[config.mk]
export PLATFORM = sky130hd
export DESIGN_NAME = branch_predictor_bht
export DESIGN_NICKNAME = d
export VERILOG_FILES = /design/src/rtl/branch_predictor_bht.sv
export SDC_FILE = /design/constraint.sdc
export NUM_CORES = 1
export LEC_CHECK = 0
export ABC_AREA = 1
export BUFFER_PORTS_ARGS = -buffer_cell sky130_fd_sc_hd__buf_2
export CAP_MARGIN = 25
export CORE_UTILIZATION = 31
export DETAILED_ROUTE_END_ITERATION = 10
export HOLD_SLACK_MARGIN = 0.06
export PLACE_DENSITY_LB_ADDON = 0.08
export RECOVER_POWER = 50
export SLEW_MARGIN = 40
export SYNTH_ARGS = -nofsm -noshare
export SYNTH_HDL_FRONTEND = slang
export SYNTH_SLANG_ARGS = --single-unit
[constraint.sdc]
create_clock -name clk -period 3.75 [get_ports clk]
set_input_delay 0.5625 -clock clk [delete_from_list [all_inputs] [get_ports clk]]
set_output_delay 0.5625 -clock clk [all_outputs]
set_load 0.01 [all_outputs]
[src/rtl/branch_predictor_bht.sv]
// Fetch-stage branch predictor: JAL/B-type immediate decode plus a PC-indexed table of saturating counters.
// Optional BHT_BTFN_FALLBACK_EN adds per-entry valid bits with backward-taken/forward-not-taken fallback.

`ifndef J_JAL
`define J_JAL 7'b1101111
`endif
`ifndef B_TYPE
`define B_TYPE 7'b1100011
`endif

module branch_predictor_bht #(
  parameter int INDEX_BITS = 6,
  parameter int CTR_BITS   = 2,
  parameter int STAT_BITS  = 32
) (
  input  logic                 clk,
  input  logic                 reset,
  input  logic [31:0]          instruction,
  input  logic [31:0]          PC,
  output logic [31:0]          PC_predict,
  output logic                 predict_taken,
  input  logic                 update_valid,
  input  logic [31:0]          update_pc,
  input  logic                 update_taken,
  input  logic                 update_mispredict,
  output logic [STAT_BITS-1:0] stat_branches,
  output logic [STAT_BITS-1:0] stat_mispredicts
);

  localparam int ENTRIES = 2 ** INDEX_BITS;
  localparam logic [CTR_BITS-1:0] CTR_INIT = CTR_BITS'((1 << (CTR_BITS - 1)) - 1);
  localparam logic [CTR_BITS-1:0] CTR_MAX  = '1;
  localparam logic [CTR_BITS-1:0] CTR_ONE  = CTR_BITS'(1);
  localparam logic [STAT_BITS-1:0] STAT_MAX = '1;
  localparam logic [STAT_BITS-1:0] STAT_ONE = STAT_BITS'(1);

  logic [CTR_BITS-1:0]   ctr_q [ENTRIES];
  logic [CTR_BITS-1:0]   ctr_d [ENTRIES];
  logic [STAT_BITS-1:0]  stat_branches_q, stat_branches_d;
  logic [STAT_BITS-1:0]  stat_mispredicts_q, stat_mispredicts_d;
  logic [INDEX_BITS-1:0] lookup_idx;
  logic [INDEX_BITS-1:0] update_idx;
  logic [31:0]           uj_imm;
  logic [31:0]           sb_imm;
  logic                  table_taken;
  logic                  unused_update_pc_bits;

  assign lookup_idx = PC[INDEX_BITS+1:2];
  assign update_idx = update_pc[INDEX_BITS+1:2];
  assign unused_update_pc_bits = ^{update_pc[31:INDEX_BITS+2], update_pc[1:0]};

  assign uj_imm = {{11{instruction[31]}}, instruction[31], instruction[19:12],
                   instruction[20], instruction[30:21], 1'b0};
  assign sb_imm = {{19{instruction[31]}}, instruction[31], instruction[7],
                   instruction[30:25], instruction[11:8], 1'b0};

`ifdef BHT_BTFN_FALLBACK_EN
  logic [ENTRIES-1:0] valid_q, valid_d;

  // Untrained entries fall back to the static direction heuristic.
  assign table_taken = valid_q[lookup_idx] ? ctr_q[lookup_idx][CTR_BITS-1] : sb_imm[31];

  always_comb begin
    valid_d = valid_q;
    if (update_valid) valid_d[update_idx] = 1'b1;
  end

  always_ff @(posedge clk) begin
    if (reset) valid_q <= '0;
    else       valid_q <= valid_d;
  end
`else
  assign table_taken = ctr_q[lookup_idx][CTR_BITS-1];
`endif

  always_comb begin
    PC_predict    = PC + 32'd4;
    predict_taken = 1'b0;
    case (instruction[6:0])
      `J_JAL: begin
        PC_predict    = PC + uj_imm;
        predict_taken = 1'b1;
      end
      `B_TYPE: begin
        if (table_taken) begin
          PC_predict    = PC + sb_imm;
          predict_taken = 1'b1;
        end
      end
      default: ;
    endcase
  end

  // Counters saturate at both ends; the lookup above always sees the pre-update value.
  always_comb begin
    ctr_d = ctr_q;
    if (update_valid) begin
      if (update_taken) begin
        if (ctr_q[update_idx] != CTR_MAX) ctr_d[update_idx] = ctr_q[update_idx] + CTR_ONE;
      end else begin
        if (ctr_q[update_idx] != '0) ctr_d[update_idx] = ctr_q[update_idx] - CTR_ONE;
      end
    end
  end

  always_comb begin
    stat_branches_d    = stat_branches_q;
    stat_mispredicts_d = stat_mispredicts_q;
    if (update_valid) begin
      if (stat_branches_q != STAT_MAX) stat_branches_d = stat_branches_q + STAT_ONE;
      if (update_mispredict && (stat_mispredicts_q != STAT_MAX))
        stat_mispredicts_d = stat_mispredicts_q + STAT_ONE;
    end
  end

  always_ff @(posedge clk) begin
    if (reset) begin
      for (int i = 0; i < ENTRIES; i++) ctr_q[i] <= CTR_INIT;
      stat_branches_q    <= '0;
      stat_mispredicts_q <= '0;
    end else begin
      ctr_q              <= ctr_d;
      stat_branches_q    <= stat_branches_d;
      stat_mispredicts_q <= stat_mispredicts_d;
    end
  end

  assign stat_branches    = stat_branches_q;
  assign stat_mispredicts = stat_mispredicts_q;

endmodule

==> results_dict.tcl <==
set metrics [dict create \
    outcome "complete, but fails checks" \
    violations "max-capacitance violations, max-slew violations" \
    tightest_slew_ns 1.737 \
    synth_area_per_cell_um2 5.814 \
    synth.net_count 2798 \
    cts.sinks 192 \
    clk_pin_slew_ns 0.07 \
    ctsLongestPathBuffers 2 \
    cts_buffers 17 \
    layout_min_cycle_time_ns 3.544 \
    setup.worst_path.start_class "primary input" \
    htreeDepth 4 \
    yosysSeqAreaShare_pct 24.98 \
    vias_per_cell 5.128 \
    slew_viol_final 17 \
    whs_path_depth 2 \
    ys_ff_latch 192 \
    syn_inst 2647 \
    worstPathArrival_ns 2.98 \
    mostFrequentLayoutCells "795 x nand2_1, 312 x nor2_1, 310 x inv_1" \
    rsz0062_at_grt "no" \
    synth_area_leaders "dfxtp_1 25%, nand2_1 19%, nand3_1 7.8%" \
    initial_utilization_pct 31.44 \
    min_path_type "flop to flop" \
    dp_hpwl_um 49460 \
    p_sw_w 0.001722 \
    cts_root_buf "clkbuf_16" \
    syn_area_um2 15390 \
    wl_per_cell_um 18.74 \
    die_y_um 224.8 \
    layout-drive-gt1-share_pct 9.183 \
    nets 3015 \
    internal-power_w 0.003502 \
    ant_nets 0 \
    peakVddDrop_uv 349.9 \
    vias 18150 \
    max_freq_ghz 0.2822 \
    yosys_warnings 0 \
    grt_max_degree 115 \
    cts_tree "yes" \
    area_growth_pct 17.58 \
    core_um2 48950 \
    drt_iter0_markers 1561 \
    drc 0 \
    grt_first_pass_wirelength_um 99080 \
    synth_cell_types 46 \
    diodes 0 \
    setup_viol 0 \
    postLayoutCoreUtil_pct 36.96 \
    track_usage_pct 25.67 \
    dr.pass1.iters 7 \
    routed_wl_um 66310 \
    fillCellCount 5542 \
    hold_violations 0 \
    holdBufCountCts 0 \
    yosys.area.top_type "dfxtp_1" \
    die_area_um2 50540 \
    relSlewSlack_pct -16.86 \
    grt_antenna_before_repair 0 \
    worstSetupEndpointType "primary output" \
    ff2ff_path_depth 10 \
    drv_cap 1 \
    switching_share_pct 32.96 \
    synth_top_area_share_pct 24.98 \
    grt-ovfl-total 0 \
    pwr-share-seq_pct 39.5 \
    comb_power_share_pct 23.6 \
    gp_congestion 1.009 \
    worstSetupPathType "primary input to primary output" \
    portBuffers 169 \
    finClkSkew_ns 0.009909 \
    power_density_nw_per_um2 288.7 \
    power_frac_clock_pct 36.9 \
    rows 81 \
    critPathMaxFanout 6 \
    post-cts-setup-buffers 0 \
    fp.dieW_um 224.8 \
    critPathRequiredTime_ns 3.19 \
    cts-resized-gates 0 \
    clkLatencyLatePin_ns 0.46 \
    finalSetupTns_ns 0 \
    final.period_utilization_pct 94.50 \
    pin_count 198 \
    grt_pass1_vias 16410 \
    leakagePower_nw 7.851 \
    whs_ns 0.4751 \
    mostFrequentLayoutCell "nand2_1" \
]
-- cell usage after synthesis (all sizes together) --
cell	instances
nor2	313
o2111a	1
xor2	61
nand2	798
a22oi	14
inv	318
nand4	40
or2	8
o2111ai	1
xnor2	28
and3	3
fa	2
a21boi	3
o21ai	108
nor3b	3
a22o	1
o2bb2ai	3
nand3b	16
o21a	2
nor3	59
and2	1
o22ai	22
a21o	5
a21oi	237
dfxtp	192
clkinv	1
ha	48
clkbuf	42
o21bai	9
nor4	15
o211ai	8
buf	40
nand3	245
-- worst paths after layout --
kind	startpoint	slack, ns	endpoint
setup / recovery	PC[16]	0.21	PC_predict[26]
setup reg to reg	stat_branches[0]$_SDFFE_PP0P_	0.44	stat_branches[5]$_SDFFE_PP0P_
hold reg to reg	flop	0.48	flop
hold / removal	flop	0.48	flop
-- layer usage --
layer  share of wire [%]  wire length, um  global-route usage (%)
met5                   0                0                       0
met4                 1.5              999                   5.332
met3                 7.5             4945                   4.938
met2                  43            28350                   38.65
met1                  48            32020                   37.51
-- worst max-delay path, stage by stage --
cell	delay [ns]
buf_2	0.16
ha_1	0.53
nand2_1	0.27
o21ai_0	0.60
buf_4	0.23
a21oi_1	0.05
inv_1	0.07
nand2_1	0.06
nand3_1	0.07
nand2_1	0.06
nand3_1	0.08
nand3_1	0.08
buf_2	0.15
-- power groups by stage --
stage	registers, W	clock network [W]	logic [W]
2_1_floorplan	0.00211	0	0.000716
3_3_place_gp	0.00211	0	0.00121
3_5_place_dp	0.00211	0	0.00121
4_1_cts	0.00206	0.00198	0.00122
5_1_grt	0.00206	0.00205	0.00135
6_report	0.00206	0.00193	0.00123
-- layout make-up --
| cell class | instances | area [um^2] | area share, % |
|---|---|---|---|
| Tap cell | 664 | 830.8 | 4.592 |
| Clock inverter | 10 | 136.4 | 0.7538 |
| Sequential cell | 192 | 3844 | 21.24 |
| Timing Repair Buffer | 280 | 1654 | 9.142 |
| Inverter | 319 | 1197 | 6.618 |
| Clock buffer | 20 | 456.7 | 2.524 |
| Multi-Input combinational cell | 2054 | 9975 | 55.13 |
-- per-stage QoR --
step	instance area [um^2]	setup slack, ns	std cells	power, W
2_1_floorplan	15390	0.6502	2647	0.002824
3_3_place_gp	17610	0.1948	3509	0.003319
3_5_place_dp	17610	0.1711	3509	0.003321
4_1_cts	18210	0.2620	3539	0.005257
5_1_grt	18090	0.009994	3539	0.005459
6_report	18090	0.2064	3539	0.005224
-- cells by family after synthesis --
logic type / after synthesis / synth area share (%)
and+or+nand+nor: 1501 / 40.92
AOI/OAI and AO/OA: 414 / 14.47
buffers and inverters: 401 / 10.40
DFF: 192 / 24.98
xor gates and xnor gates: 89 / 5.065
adders and majority gates: 50 / 4.163
Note: power is estimated with default switching activity, not from simulation.
